`src/rtl/multiphase_timer_if.sv`:
```
// Control/status bundle for multiphase_timer: run/step/width requests in, phase outputs back.
interface multiphase_timer_if #(
  parameter int NPHASE = 4,
  parameter int PW_W   = 3,
  parameter int CNT_W  = 8
);
  logic              HALTN;
  logic              STEP;
  logic [PW_W-1:0]   PWIDTH;
  logic [NPHASE-1:0] PHASE;
  logic              CLK;
  logic              PCLK;
  logic              CYCEND;
  logic              RUNNING;
  logic [CNT_W-1:0]  CYCCNT;

  modport master (output HALTN, STEP, PWIDTH,
                  input  PHASE, CLK, PCLK, CYCEND, RUNNING, CYCCNT);
  modport slave  (input  HALTN, STEP, PWIDTH,
                  output PHASE, CLK, PCLK, CYCEND, RUNNING, CYCCNT);
endinterface

```
`src/rtl/multiphase_timer.sv`:
```
// Multi-phase timing generator: splits INCLK into machine cycles of NPHASE one-hot
// phases of pw+1 periods each, with boundary-only halt, single-step and cycle counter.
module multiphase_timer_cell #(
  parameter int PH_W = 2,
  parameter int IDX  = 0
) (
  input  logic            active,
  input  logic [PH_W-1:0] ph,
  output logic            hit
);
  assign hit = active & (ph == PH_W'(IDX));
endmodule

module multiphase_timer #(
  parameter int NPHASE = 4,
  parameter int PW_W   = 3,
  parameter int CNT_W  = 8
) (
  input logic                INCLK,
  input logic                RSTN,
  multiphase_timer_if.slave  bus
);
  localparam int PH_W = (NPHASE > 2) ? $clog2(NPHASE) : 1;
  localparam logic [PH_W-1:0] PH_LAST = PH_W'(NPHASE-1);

  typedef enum logic {IDLE, ACTIVE} mode_e;

  mode_e             mode_q, mode_d;
  logic [PH_W-1:0]   ph_q, ph_d;
  logic [PW_W-1:0]   sc_q, sc_d;
  logic [PW_W-1:0]   pw_q, pw_d;
  logic [CNT_W-1:0]  cnt_q, cnt_d;
  logic              step_q;
  logic              step_edge;
  logic              active;
  logic              cyc_end;

  assign step_edge = bus.STEP & ~step_q;
  assign active    = (mode_q == ACTIVE);
  assign cyc_end   = active & (ph_q == PH_LAST) & (sc_q == pw_q);

  always_ff @(posedge INCLK or negedge RSTN) begin
    if (!RSTN) begin
      mode_q <= IDLE;
      ph_q   <= '0;
      sc_q   <= '0;
      pw_q   <= '0;
      cnt_q  <= '0;
      step_q <= 1'b0;
    end else begin
      mode_q <= mode_d;
      ph_q   <= ph_d;
      sc_q   <= sc_d;
      pw_q   <= pw_d;
      cnt_q  <= cnt_d;
      step_q <= bus.STEP;
    end
  end

  always_comb begin
    mode_d = mode_q;
    ph_d   = ph_q;
    sc_d   = sc_q;
    pw_d   = pw_q;
    cnt_d  = cnt_q;
    unique case (mode_q)
      IDLE: begin
        if (bus.HALTN | step_edge) begin
          mode_d = ACTIVE;
          ph_d   = '0;
          sc_d   = '0;
          pw_d   = bus.PWIDTH;
        end
      end
      ACTIVE: begin
        if (sc_q != pw_q) begin
          sc_d = sc_q + PW_W'(1);
        end else if (ph_q != PH_LAST) begin
          sc_d = '0;
          ph_d = ph_q + PH_W'(1);
        end else begin
          // HALTN only matters here, so glitches inside a cycle are ignored
          cnt_d = cnt_q + CNT_W'(1);
          sc_d  = '0;
          ph_d  = '0;
          if (bus.HALTN) pw_d   = bus.PWIDTH;
          else           mode_d = IDLE;
        end
      end
      default: mode_d = IDLE;
    endcase
  end

  for (genvar i = 0; i < NPHASE; i++) begin : g_ph
    multiphase_timer_cell #(.PH_W(PH_W), .IDX(i)) u_cell (
      .active (active),
      .ph     (ph_q),
      .hit    (bus.PHASE[i])
    );
  end

  assign bus.CLK     = bus.PHASE[0];
  assign bus.PCLK    = bus.PHASE[1];
  assign bus.CYCEND  = cyc_end;
  assign bus.RUNNING = active;
  assign bus.CYCCNT  = cnt_q;
endmodule

```
`src/flat_wrapper.sv`:
```
// flat-port wrapper written by rule: the top's interface ports become plain ports
module multiphase_timer_flat 
#(
  parameter int NPHASE = 4,
  parameter int PW_W   = 3,
  parameter int CNT_W  = 8
)
  (INCLK, RSTN, bus_HALTN, bus_STEP, bus_PWIDTH, bus_PHASE, bus_CLK, bus_PCLK, bus_CYCEND, bus_RUNNING, bus_CYCCNT);
  multiphase_timer_if #(.NPHASE(NPHASE), .PW_W(PW_W), .CNT_W(CNT_W)) bus_i ();
  input logic INCLK;
  input logic RSTN;
  input wire logic [$bits(bus_i.HALTN)-1:0] bus_HALTN;
  input wire logic [$bits(bus_i.STEP)-1:0] bus_STEP;
  input wire logic [$bits(bus_i.PWIDTH)-1:0] bus_PWIDTH;
  output wire logic [$bits(bus_i.PHASE)-1:0] bus_PHASE;
  output wire logic [$bits(bus_i.CLK)-1:0] bus_CLK;
  output wire logic [$bits(bus_i.PCLK)-1:0] bus_PCLK;
  output wire logic [$bits(bus_i.CYCEND)-1:0] bus_CYCEND;
  output wire logic [$bits(bus_i.RUNNING)-1:0] bus_RUNNING;
  output wire logic [$bits(bus_i.CYCCNT)-1:0] bus_CYCCNT;
  assign bus_i.HALTN = bus_HALTN;
  assign bus_i.STEP = bus_STEP;
  assign bus_i.PWIDTH = bus_PWIDTH;
  assign bus_PHASE = bus_i.PHASE;
  assign bus_CLK = bus_i.CLK;
  assign bus_PCLK = bus_i.PCLK;
  assign bus_CYCEND = bus_i.CYCEND;
  assign bus_RUNNING = bus_i.RUNNING;
  assign bus_CYCCNT = bus_i.CYCCNT;
  multiphase_timer #(.NPHASE(NPHASE), .PW_W(PW_W), .CNT_W(CNT_W)) u_core (.INCLK(INCLK), .RSTN(RSTN), .bus(bus_i));
endmodule
```
`config.mk`:
```
export PLATFORM = sky130hd
export DESIGN_NAME = multiphase_timer_flat
export DESIGN_NICKNAME = d
export VERILOG_FILES = /design/src/rtl/multiphase_timer_if.sv /design/src/rtl/multiphase_timer.sv /design/src/flat_wrapper.sv
export SDC_FILE = /design/constraint.sdc
export NUM_CORES = 1
export LEC_CHECK = 0
export BUFFER_PORTS_ARGS = -buffer_cell sky130_fd_sc_hd__buf_2
export CAP_MARGIN = 20
export CORE_MARGIN = 2
export CORE_UTILIZATION = 48
export CTS_BUF_LIST = sky130_fd_sc_hd__clkbuf_8
export DETAILED_ROUTE_END_ITERATION = 12
export PLACE_DENSITY = 0.87
export SETUP_SLACK_MARGIN = 0.3
export SYNTH_ARGS = -nofsm -noshare
export SYNTH_HDL_FRONTEND = slang
export SYNTH_HIERARCHICAL = 1
export SYNTH_SLANG_ARGS = --single-unit
```
`constraint.sdc`:
```
create_clock -name INCLK -period 1.6 [get_ports INCLK]
set_input_delay 0.24 -clock INCLK [delete_from_list [all_inputs] [get_ports INCLK]]
set_output_delay 0.24 -clock INCLK [all_outputs]
set_load 0.1 [all_outputs]
```
# Word level (Yosys, flattened, before mapping)
# Cells that the tools add are included.
# op_classes
add_sub_neg	3
mul	0
n_div	0
magnitude_cmp	0
eq_ne	10
shifts	0
n_mux	17
n_bitwise	11
n_reduce_logical	4
# ops
cell	count
$mux 3	6
$pmux 3 s2	2
$add 8x1->8 const B	1
$ne 2x2->1 const B	4
$and 1x1->1	6
$mux 2	3
$eq 2x2->1 const B	2
$mux 1	4
$not 1->1	4
$pmux 2 s2	1
$reduce_and 4->1	1
$add 3x1->3 const B	1
$eq 3x3->1	1
$ne 3x3->1	1
$reduce_and 3->1	1
$add 2x1->2 const B	1
$eq 2x1->1 const B	1
$logic_not 2->1	1
$ne 2x1->1 const B	1
$pmux 1 s2	1
$reduce_and 2->1	1
$or 1x1->1	1
# totals
register_bits	18
latchBits	0
ram_bits	0
rom_bits	0
in_bits	7
output_inout_bits	16
wordCells	51
mem_count	0

# Logic depth before layout (Yosys ltp)
# Gate-level depths: netlist of run 1.
# logic_depth
ltp_word	5
ltp_mapped	6
depth_no_buf	5

# Cells and area by module
# The synthesis of run 1 kept the hierarchy.
# by_module_without_submodules
module	n_inst	cells_each	area_each_um2	seq_area_each_um2
multiphase_timer	1	77	880.8	450.4
multiphase_timer_cell (u_core.g_ph[1].u_cell ...)	2	1	8.8	0.0
multiphase_timer_cell (u_core.g_ph[0].u_cell)	1	1	12.5	0.0
multiphase_timer_cell (u_core.g_ph[3].u_cell)	1	1	6.3	0.0

# Worst setup path before layout of run 1
# OpenSTA, ideal clock, no wires.
# synth_timing
path_kind	reg2out
startpoint	reg u_core.mode_q (netlist: u_core/bus.RUNNING)
endpoint	out bus_PHASE[0]
arrival_time_ns	2.800
t_required_ns	1.360
path_slack_ns	-1.440
path_stages_with_launch	3
path_buffers	1
path_cell_list	dfrtp_1 -> nor3b_2 -> buf_4
# synth_via
elab_chain_cells	1
# synth_lines
element	line_no	text
from (decl)	multiphase_timer.sv:28	mode_e mode_q, mode_d;
from (signal assigned)	multiphase_timer.sv:51	mode_q <= mode_d;
$and 1x1->1	multiphase_timer.sv:11	assign hit = active & (ph == PH_W'(IDX));
to (decl)	flat_wrapper.sv:15	output wire logic [$bits(bus_i.PHASE)-1:0] bus_PHASE;
# Every way passes these cells.

# Worst setup path after layout of run 1
# layout_timing
startpoint	reg u_core.sc_q[2]
endpoint	out bus_CYCEND
# layout_via
elab_chain_cells	2
# layout_lines
element	line_no	text
from (decl)	multiphase_timer.sv:30	logic [PW_W-1:0] sc_q, sc_d;
from (signal assigned)	multiphase_timer.sv:46	sc_q <= '0;
from (signal assigned)	multiphase_timer.sv:53	sc_q <= sc_d;
$eq 3x3->1	multiphase_timer.sv:40	assign cyc_end = active & (ph_q == PH_LAST) & (sc_q == pw_q);
$and 1x1->1	multiphase_timer.sv:40	
to (decl)	flat_wrapper.sv:18	output wire logic [$bits(bus_i.CYCEND)-1:0] bus_CYCEND;
# Every way passes these cells.

==> results of run 1 <==
-- worst max path at each step --
stage	startpoint	to	slack (ns)	cells past startpoint
floorplan	u_core/bus.RUNNING	bus_PHASE[0]	-0.49	2
global placement	u_core/sc_q[0]	bus_CYCEND	0.08	5
detailed placement	u_core/sc_q[0]	bus_CYCEND	0.06	5
finish	u_core/sc_q[2]	bus_CYCEND	-0.17	5
CTS	u_core/sc_q[1]	bus_CYCEND	-0.05	5
global route	u_core/pw_q[2]	bus_CYCEND	-0.19	5
-- power groups by stage --
| stage | clock network (mW) | registers (mW) | logic (mW) |
|---|---|---|---|
| 2_1_floorplan | 0 | 0.947 | 1.22 |
| 3_3_place_gp | 0 | 0.720 | 1.91 |
| 3_5_place_dp | 0 | 0.734 | 1.96 |
| 4_1_cts | 0.317 | 0.736 | 2.41 |
| 5_1_grt | 0.339 | 0.773 | 2.81 |
| 6_report | 0.314 | 0.766 | 2.72 |
-- sequential cells by signal, summed over array words and instances, names as in the netlist --
| signal | count |
|---|---|
| u_core/pw_q | 3 |
| u_core/sc_q | 3 |
| u_core/bus.CYCCNT | 8 |
| u_core/bus.RUNNING | 1 |
| u_core/ph_q | 2 |
| u_core/step_q | 1 |
-- cell usage in the layout (no fill, tap or decap), types with 2 or more instances in the layout --
| master | count |
|---|---|
| nand4_1 | 2 |
| dfrtp_1 | 13 |
| xnor2_1 | 6 |
| buf_6 | 9 |
| nand2_2 | 3 |
| dfrtp_2 | 4 |
| buf_2 | 6 |
| and3b_2 | 2 |
| nand3_2 | 4 |
| mux2_4 | 4 |
| clkbuf_4 | 2 |
| nor2_1 | 2 |
| nand3_1 | 3 |
| buf_12 | 7 |
| ha_1 | 3 |
| xnor2_2 | 4 |
| clkbuf_8 | 3 |
| buf_4 | 21 |
| nand2_1 | 7 |
| and3_1 | 2 |
-- worst max-delay path, stage by stage, from the launching register on --
cell and delay, ns:
dfrtp_1 0.44, xnor2_2 0.23, nand3_2 0.12, buf_6 0.15
nor2_4 0.15, buf_12 0.19
-- routing by layer --
metal	track usage [%]	vias to the layer above
li1	-	377
met1	34.5	416
met2	44.8	20
met3	4.53	4
met4	8.11	0
met5	0	-
-- per-stage QoR --
stage	hold slack [ns]	power [mW]	utilization (%)	instance area (µm²)	TNS [ns]
after CTS	0.104	3.47	82.8	1460	-0.0592
after global placement	0.182	2.63	68.4	1210	0
after detailed placement	0.182	2.69	68.4	1210	0
after floorplan	-0.0556	2.17	-	967	-1.86
final	0.114	3.80	88.6	1560	-0.872
after global routing	0.109	3.92	88.6	1560	-1.24
-- layout make-up --
type                       count  area (µm²)  share of cell area [%]
clock inverter                 1        3.75                   0.240
clock buffer                   3        41.3                    2.64
tap                           25        31.3                    2.00
timing repair buffer          47         469                    30.0
multi-input combinational     59         558                    35.7
sequential                    18         459                    29.4
-- kinds of logic after synthesis --
family,Yosys count
xor gates and xnor gates,11
DFF,18
buffers and inverters,4
and+or+nand+nor,35
muxes,4
AOI/OAI and AO/OA,5
adders and majority gates,4
-- repair_timing --
action,CTS,global route
hold buffers,1,0
gates resized for setup,26,14
setup buffers,13,7
endpoints found under the setup margin,27,26
pin swaps,14,16
endpoints found under the hold margin,18,0
==> results.yml, run 1 <==
cts:
  insertion_delay_ns: 0.25
  clkTransAtPathRegs_ns: 0.07
  clock_path_buffers: 2
  cts_buffers: 3
  clock_sinks: 18
  ctsHtreeMaxLevel: 1
  clockRootBuffer: "clkbuf_8"
  cts_tree: "yes"
global_route:
  grt_max_degree: 19
  track_usage_pct: 26.4
  antenna_found_initial: 0
  grt_pass1_vias: 765
  overflow: 0
  grt_pass1_wl_um: 3940
power_and_ir_drop:
  switchingPower_mw: 1.83
  swShare_pct: 48.2
  ir_drop_mv: 2.00
  seqPwrFrac_pct: 20.2
  power_density_nw_per_um2: 2430
  p_int_mw: 1.97
  comb_power_share_pct: 71.6
  leakagePower_nw: 0.732
  clock_power_share_pct: 8.3
layout:
  n_fill_cell: 88
  antennaDiodeCount: 0
  fin_nets: 140
  drive_gt1_share_pct: 61.7
  final_cells: 153
  area_delta_synth_final_pct: 70.4
yosys:
  synth_area_leaders: "dfrtp_1 49%, xnor2_1 9.5%, ha_1 5.5%, mux2_4 4.9%, nand2_1 4.1%"
  synthFlopType: "dfrtp_1"
  yosysWarnings: 6
  ys_top_cells_by_count: "18 x dfrtp_1, 10 x nand2_1, 10 x xnor2_1"
  synthAdderAreaFrac_pct: 5.46
  synth_edf_count: 0
  synth-async-reset-ratio_pct: 100
  syn_inst: 81
  syn_nets: 92
  ys_seq_area_share_pct: 49.1
  yosysMostFrequentCell: "dfrtp_1"
  synth_cell_type_count: 26
  avgSynthCellArea_um2: 11.3
  synth-xor-area-share_pct: 10.5
  synth_compound_area_share_pct: 4.09
  synth_top_area_share_pct: 49.1
  yosys.area.top_type: "dfrtp_1"
  synth_top_family_by_area: "simple AND/OR/NAND/NOR gates"
  synthMuxAreaShare_pct: 6.14
  synth-seq-cells: 18
  synthesis.area_um2: 917
  yosys.area_share.simple_pct: 22.0
routing:
  vias: 817
  wl_met2_um: 1700
  wl_um: 3030
  drt-initial-drc-count: 21
  wl_met3_um: 74
  drc: 0
  wl_per_cell_um: 19.8
  maxUsedRoutingLayer: "met4"
  drtPass1Iterations: 4
  viasPerCell: 5.34
  wl_met1_um: 1240
  drtAntennaViolNets: 0
placement:
  place_congestion: 0.775
  pre_cts_ws_ns: 0.0553
  place_inst: 128
  io_buffer_count: 22
floorplan:
  die_y_um: 47.7
  dieArea_um2: 2280
  core_um2: 1760
  die_w_um: 47.7
  initial_utilization_pct: 52.0
  rows: 15
  pin_count: 23
worst_setup_path:
  critPathKind: "flip-flop to primary output"
  start_kind: "flip-flop"
  end_kind: "primary output"
  worstRegToRegCells: 6
  r2r_setup_slack_ns: -0.13
  reg2reg_from: "u_core/sc_q[2]"
  crit_fanout: 2
  timing.rr.end: "u_core/ph_q[0]"
  arrival_ns: 1.53
  cp.required_ns: 1.36
sta:
  maxSlewHeadroom_pct: 72.9
  finalHoldViolations: 0
  fin_ws_ns: -0.166
  max_freq_mhz: 566
  tightest_slew_ns: 0.406
  rsz0062_at_grt: "true"
  finalSetupViolCount: 10
  slew_violations: 0
  period_needed_ns: 1.77
  fin_worst_skew_ns: 0.00386
  fin_crit_sh_pct: 110
min_path:
  hold_class: "input pin to flip-flop"
  holdCritStartpoint: "bus_STEP"
  worstHoldEndpoint: "u_core/step_q"
  whs_path_depth: 1
status:
  violations: "negative setup slack"
  outcome: "finished, violations left"
job:
  max_cap_violations: 0
(Power assumes the default switching activity.)
==> run 2, diff against run 1 <==
- CORE_UTILIZATION: 48 -> 55
- PLACE_DENSITY: 0.87 -> 0.93
- clock period: 1.6 -> 2.2 ns (I/O delays scaled with it)
==> results.yml, run 2 (same netlist as run 1, synthesis figures left out) <==
cts:
  insertion_delay_ns: 0.25
  ctsHtreeMaxLevel: 1
  cts_buffers: 3
  clockRootBuffer: "clkbuf_8"
  clock_sinks: 18
  clkTransAtPathRegs_ns: 0.07
  cts_tree: "yes"
  clock_path_buffers: 2
placement:
  pre_cts_ws_ns: 0.457
  place_congestion: 0.800
  hpwlAfterDp_um: 1200
  io_buffer_count: 22
  placed_area_um2: 1040
  place_inst: 115
sta:
  hold-worst-slack_ns: -0.00783
  max_freq_mhz: 544
  fin_ws_ns: 0.363
  rsz0062_at_grt: "false"
  tightest_slew_ns: 0.652
  fin_worst_skew_ns: 0.000648
  finalHoldViolations: 18
  finalSetupViolCount: 0
  fin_crit_sh_pct: 83.5
  period_needed_ns: 1.84
  slew_violations: 0
  maxSlewHeadroom_pct: 56.2
floorplan:
  rows: 14
  core_um2: 1540
  die_w_um: 44.8
  initial_utilization_pct: 59.5
  dieArea_um2: 2010
  die_y_um: 44.8
  pin_count: 23
global_route:
  grt_pass1_wl_um: 3020
  grt_max_degree: 19
  grt_pass1_vias: 664
  overflow: 0
  antenna_found_initial: 0
  track_usage_pct: 21.1
layout:
  antennaDiodeCount: 0
  drive_gt1_share_pct: 37.4
  largest_reg_flops: 8
  area_delta_synth_final_pct: 23.5
  final_common_cell: "buf_2"
  finalInstanceArea_um2: 1130
  fin_nets: 119
  final_cells: 123
  final_cell_mix: "21 x buf_2, 17 x dfrtp_1, 10 x xnor2_1, 10 x nand2_1, 6 x nand3_1"
  final_core_util_pct: 73.5
routing:
  wl_per_cell_um: 14.9
  vias: 689
  drtAntennaViolNets: 0
  drtPass1Iterations: 4
  drt-initial-drc-count: 3
  drc: 0
  viasPerCell: 5.60
  wl_um: 1830
worst_setup_path:
  end_kind: "primary output"
  start_kind: "flip-flop"
  crit_fanout: 7
  cp.required_ns: 1.87
  arrival_ns: 1.51
  critPathKind: "flip-flop to primary output"
min_path:
  hold_class: "input pin to asynchronous set/reset pin"
status:
  violations: "negative hold slack"
  outcome: "finished, violations left"
job:
  max_cap_violations: 0
-- run 2: cell types whose count changed in the layout (fill, tap and decap cells not counted), sizes merged --
cell,change
inv,-1
dlygate4sd3,-1
buf,-18
clkbuf,-1
-- run 2: final timing paths --
check | from | end | slack, ns | cells past startpoint
setup / recovery | u_core/sc_q[1] | bus_CYCEND | 0.36 | 4
hold / removal | RSTN | u_core/step_q | -0.008 | 1
setup reg to reg | u_core/ph_q[1] | u_core/bus.CYCCNT[1] | 0.44 | 4
hold reg to reg | u_core/bus.CYCCNT[7] | u_core/bus.CYCCNT[7] | 0.46 | 1
max in group asynchronous | RSTN | u_core/bus.RUNNING | 1.89 | 1
min in group INCLK | bus_STEP | u_core/step_q | 0.19 | 1
-- run 2: cell type report --
cell class	instances	area, µm²
Clock buffer	4	55.1
Fill cell	112	409
Multi-Input combinational cell	59	457
Sequential cell	18	454
Tap cell	16	20.0
Timing Repair Buffer	26	146
-- run 2: repair_timing --
| action | CTS | global route |
|---|---|---|
| hold buffers | 0 | 0 |
| endpoints found under the setup margin | 1 | 1 |
| resized for setup | 2 | 0 |
| setup buffers | 0 | 4 |
| pin swaps | 0 | 1 |
-- run 2: metal layers --
| layer | up-vias | routed length [µm] | global-route usage [%] |
|---|---|---|---|
| met4 | 0 | 47 | 10.0 |
| met5 | - | 0 | 0 |
| li1 | 338 | - | - |
| met3 | 6 | 108 | 3.60 |
| met2 | 26 | 912 | 34.5 |
| met1 | 319 | 762 | 27.4 |
-- run 2: stage by stage --
stage	TNS (ns)	hold WS (ns)
after floorplan	-0.0131	0.0344
after global placement	0	0.273
after detailed placement	0	0.276
after CTS	0	0.000733
after global routing	0	0.0202
final	0	-0.00783
-- run 2: worst max-delay path, cell delays in order (launching register included) --
cell     delay, ns
dfrtp_1       0.42
xnor2_1       0.24
nand3_2       0.22
nor2_4        0.15
buf_6         0.22
Power of run 2 is left out: the tool's default activity adds up to more than one toggle a clock period on the data nets, which glitch-free logic cannot reach.
==> run 3, diff against run 2 <==
- ABC_AREA: unset -> 1
- PLACE_DENSITY: 0.93 -> 0.92
- clock period: 2.2 -> 1.7 ns (I/O delays scaled with it)
==> results.yml, run 3 <==
status:
  outcome: "stopped before the end"
  stop_stage: "5_1_grt"
  firstError: "[ERROR DPL-0033] detailed placement checks failed during check placement."
placement:
  hpwlAfterDp_um: 1710
  io_buffer_count: 22
  pre_cts_ws_ns: 0.108
  place_congestion: 0.822
yosys:
  synth_top_area_share_pct: 43.8
  yosysMostFrequentCell: "nand2_1"
  synthesis.area_um2: 1030
  synth-seq-cells: 18
  yosysWarnings: 6
  synthFlopType: "dfrtp_1"
  yosys.area.top_type: "dfrtp_1"
  synth-async-reset-ratio_pct: 100
  ys_seq_area_share_pct: 43.8
  syn_nets: 136
  synth_area_leaders: "dfrtp_1 44%, nand2_1 19%, ha_1 4.9%, inv_1 4.7%, xnor2_1 4.3%"
  ys_top_cells_by_count: "51 x nand2_1, 18 x dfrtp_1, 13 x inv_1"
  syn_inst: 125
  synth_cell_type_count: 23
  avgSynthCellArea_um2: 8.23
  synth_edf_count: 0
cts:
  clock_sinks: 18
  clock_path_buffers: 2
  ctsHtreeMaxLevel: 1
  cts_buffers: 3
  clockRootBuffer: "clkbuf_8"
sta:
  postGrtWorstEndpoint: "bus_CYCEND"
  endpoint_type: "output port"
floorplan:
  die_y_um: 47.2
  rows: 15
  initial_utilization_pct: 58.9
  pin_count: 23
  die_w_um: 47.2
global_route:
  antenna_found_initial: 0
  grt_max_degree: 19
==> run 3: cell count changes after synthesis, moves of 2 or more <==
cell | previous run | this run
and3_1 | 3 | 0
inv_2 | 0 | 2
nand2_2 | 0 | 2
inv_1 | 0 | 13
and3b_1 | 2 | 0
buf_2 | 2 | 0
nor3_1 | 2 | 0
nor2_2 | 0 | 4
mux2_4 | 3 | 0
nand2_1 | 10 | 51
xnor2_1 | 10 | 5
nand3_1 | 6 | 4
==> run 3: through the flow <==
| step | instances | instance area, µm² |
|---|---|---|
| after detailed placement | 170 | 1310 |
| after global placement | 170 | 1310 |
| after floorplan | 125 | 1130 |
| after CTS | 186 | 1510 |
==> run 3: cell families after synthesis <==
family | after synthesis | share of synthesized area (%)
fa+ha+maj | 4 | 4.87
compound gates | 6 | 4.01
simple gates | 72 | 32.8
flops | 18 | 43.8
buf+inv | 17 | 6.93
xor+xnor | 8 | 7.54
==> run 3: what timing repair did <==
action	CTS
pin swaps	9
gates resized for setup	16
hold buffers	1
endpoints found under the setup margin	19
setup buffers	11
endpoints found under the hold margin	18
==> run 4, diff against run 3 <==
- CORE_AREA: unset -> 2 2 63 65
- CORE_MARGIN: 2 -> unset
- CORE_UTILIZATION: 55 -> unset
- CTS_BUF_LIST: sky130_fd_sc_hd__clkbuf_8 -> unset
- DIE_AREA: unset -> 0 0 65 67
- PLACE_DENSITY: 0.92 -> unset
- PLACE_DENSITY_LB_ADDON: unset -> 0.15
- SETUP_SLACK_MARGIN: 0.3 -> unset
==> results.yml, run 4 <==
worst_setup_path:
  start_kind: "flip-flop"
  crit_fanout: 4
  end_kind: "primary output"
  reg2reg_from: "u_core/ph_q[1]"
  timing.rr.end: "u_core/pw_q[0]"
  worstRegToRegCells: 6
  arrival_ns: 1.35
  critPathKind: "flip-flop to primary output"
  r2r_setup_slack_ns: 0.35
  cp.required_ns: 1.44
status:
  outcome: "complete, no violations"
sta:
  rsz0062_at_grt: "false"
  tightest_slew_ns: 0.488
  max_freq_mhz: 625
  fin_worst_skew_ns: 0.00133
  maxSlewHeadroom_pct: 67.7
  slew_violations: 0
  setup_tns_ns: 0
  period_needed_ns: 1.60
  fin_crit_sh_pct: 94.2
  finalHoldViolations: 0
  finalSetupViolCount: 0
routing:
  drt-initial-drc-count: 18
  drc: 0
  vias: 822
  drtPass1Iterations: 4
  wl_per_cell_um: 10.3
  wl_um: 2060
  viasPerCell: 4.11
  drtAntennaViolNets: 0
yosys:
  ys_top_cells_by_count: "51 x nand2_1, 18 x dfrtp_1, 13 x inv_1"
  synth-seq-cells: 18
  synth-xor-area-share_pct: 7.54
  avgSynthCellArea_um2: 8.23
  synth_top_family_by_area: "simple AND/OR/NAND/NOR gates"
  synthesis.area_um2: 1030
  synth_edf_count: 0
  yosysMostFrequentCell: "nand2_1"
  synth_cell_type_count: 23
  yosys.area_share.simple_pct: 32.8
  synth_compound_area_share_pct: 4.01
  syn_inst: 125
  synthMuxAreaShare_pct: 0
  yosys.area.top_type: "dfrtp_1"
  synth_top_area_share_pct: 43.8
  syn_nets: 136
  synthAdderAreaFrac_pct: 4.87
  synthFlopType: "dfrtp_1"
  yosysWarnings: 6
  synth-async-reset-ratio_pct: 100
  synth_area_leaders: "dfrtp_1 44%, nand2_1 19%, ha_1 4.9%, inv_1 4.7%, xnor2_1 4.3%"
  ys_seq_area_share_pct: 43.8
min_path:
  whs_path_depth: 1
  worstHoldEndpoint: "u_core/step_q"
  holdCritStartpoint: "bus_STEP"
  hold_class: "input pin to flip-flop"
placement:
  hpwlAfterDp_um: 1600
  io_buffer_count: 22
  place_congestion: 0.748
global_route:
  grt.busiest_layer: "met2"
  grt_use_met1_pct: 13.2
  grt_pass1_wl_um: 3720
  grt_max_degree: 19
  overflow: 0
  track_usage_pct: 11.0
  antenna_found_initial: 0
  gr-usage-met2_pct: 19.2
  grt_pass1_vias: 852
  grt_util_met3_pct: 3.04
power_and_ir_drop:
  swShare_pct: 53.4
  switchingPower_mw: 1.59
  total_power_mw: 2.98
  ir_drop_mv: 0.955
  leakagePower_nw: 0.728
  power_density_nw_per_um2: 2110
  seqPwrFrac_pct: 23.4
  clock_power_share_pct: 11.6
  p_int_mw: 1.39
  comb_power_share_pct: 65.1
cts:
  clockRootBuffer: "clkbuf_8"
  clock_sinks: 18
  cts_buffers: 3
  insertion_delay_ns: 0.25
  clkTransAtPathRegs_ns: 0.07
  post_cts_resized: 0
  cts_hold_buffers: 1
  clock_path_buffers: 2
  cts_tree: "yes"
  cts_setup_buffers: 0
  ctsHtreeMaxLevel: 1
floorplan:
  core_um2: 3610
  dieArea_um2: 4360
  initial_utilization_pct: 28.5
  pin_count: 23
  die_w_um: 65
  die_y_um: 67
  rows: 22
layout:
  antennaDiodeCount: 0
  drive_gt1_share_pct: 32.9
  area_delta_synth_final_pct: 37.5
  final_common_cell: "nand2_1"
  fin_nets: 164
  final_cell_mix: "50 x nand2_1, 15 x buf_2, 13 x inv_1"
  largest_reg_flops: 8
job:
  max_cap_violations: 0
[run 4: routing by layer]
metal  vias to the layer above  part of all wire [%]
met1                       366                    47
met4                         0                     0
met2                        18                    47
li1                        438                     -
met5                         -                     0
met3                         0                   6.3
[run 4: final cells by class]
| type | instances | area, µm² |
|---|---|---|
| fill | 367 | 2190 |
| multi-input combinational | 90 | 542 |
| inverter | 15 | 56.3 |
| timing repair buffer | 25 | 240 |
| sequential | 18 | 460 |
| clock buffer | 4 | 55.1 |
| tap | 48 | 60.1 |
[run 4: critical path, stage by stage, from the launching register on]
cell and delay [ns]:
dfrtp_1 0.41, xnor2_2 0.21, nand3_4 0.15, nor2_4 0.14, buf_12 0.18
[run 4: how the worst max path moves through the flow]
stage | slack (ns) | to | cells past startpoint | start
5_1_grt | 0.002 | bus_CYCEND | 6 | u_core/sc_q[2]
4_1_cts | 0.07 | bus_CYCEND | 6 | u_core/sc_q[2]
3_5_place_dp | 0.35 | bus_CYCEND | 5 | u_core/ph_q[0]
3_3_place_gp | 0.37 | bus_CYCEND | 6 | u_core/sc_q[2]
2_1_floorplan | -0.16 | bus_PHASE[0] | 3 | u_core/bus.RUNNING
6_report | 0.1 | bus_CYCEND | 4 | u_core/pw_q[1]
[run 4: power groups by stage]
stage | logic, mW | clock network, mW | registers, mW
2_1_floorplan | 1.28 | 0 | 0.950
4_1_cts | 1.97 | 0.364 | 0.699
3_5_place_dp | 1.96 | 0 | 0.706
6_report | 1.94 | 0.345 | 0.696
3_3_place_gp | 1.94 | 0 | 0.700
5_1_grt | 2.09 | 0.385 | 0.721
[run 4: logic make-up (layout without fill, tap and decap cells)]
logic type	Yosys count	in the layout
AOI/OAI and AO/OA	6	6
adders and majority gates	4	4
and+or+nand+nor	72	72
DFF	18	18
buffers and inverters	17	44
xor gates and xnor gates	8	8
[run 4: stage by stage]
stage	instances	hold slack, ns	utilization [%]	setup slack [ns]	cell area, µm²
after global placement	195	0.219	37.4	0.366	1350
after floorplan	125	-0.0406	-	-0.155	1100
after CTS	200	0.113	39.2	0.0688	1410
after global routing	200	0.115	39.2	0.00236	1410
after detailed placement	195	0.222	37.4	0.354	1350
final	200	0.123	39.2	0.0988	1410
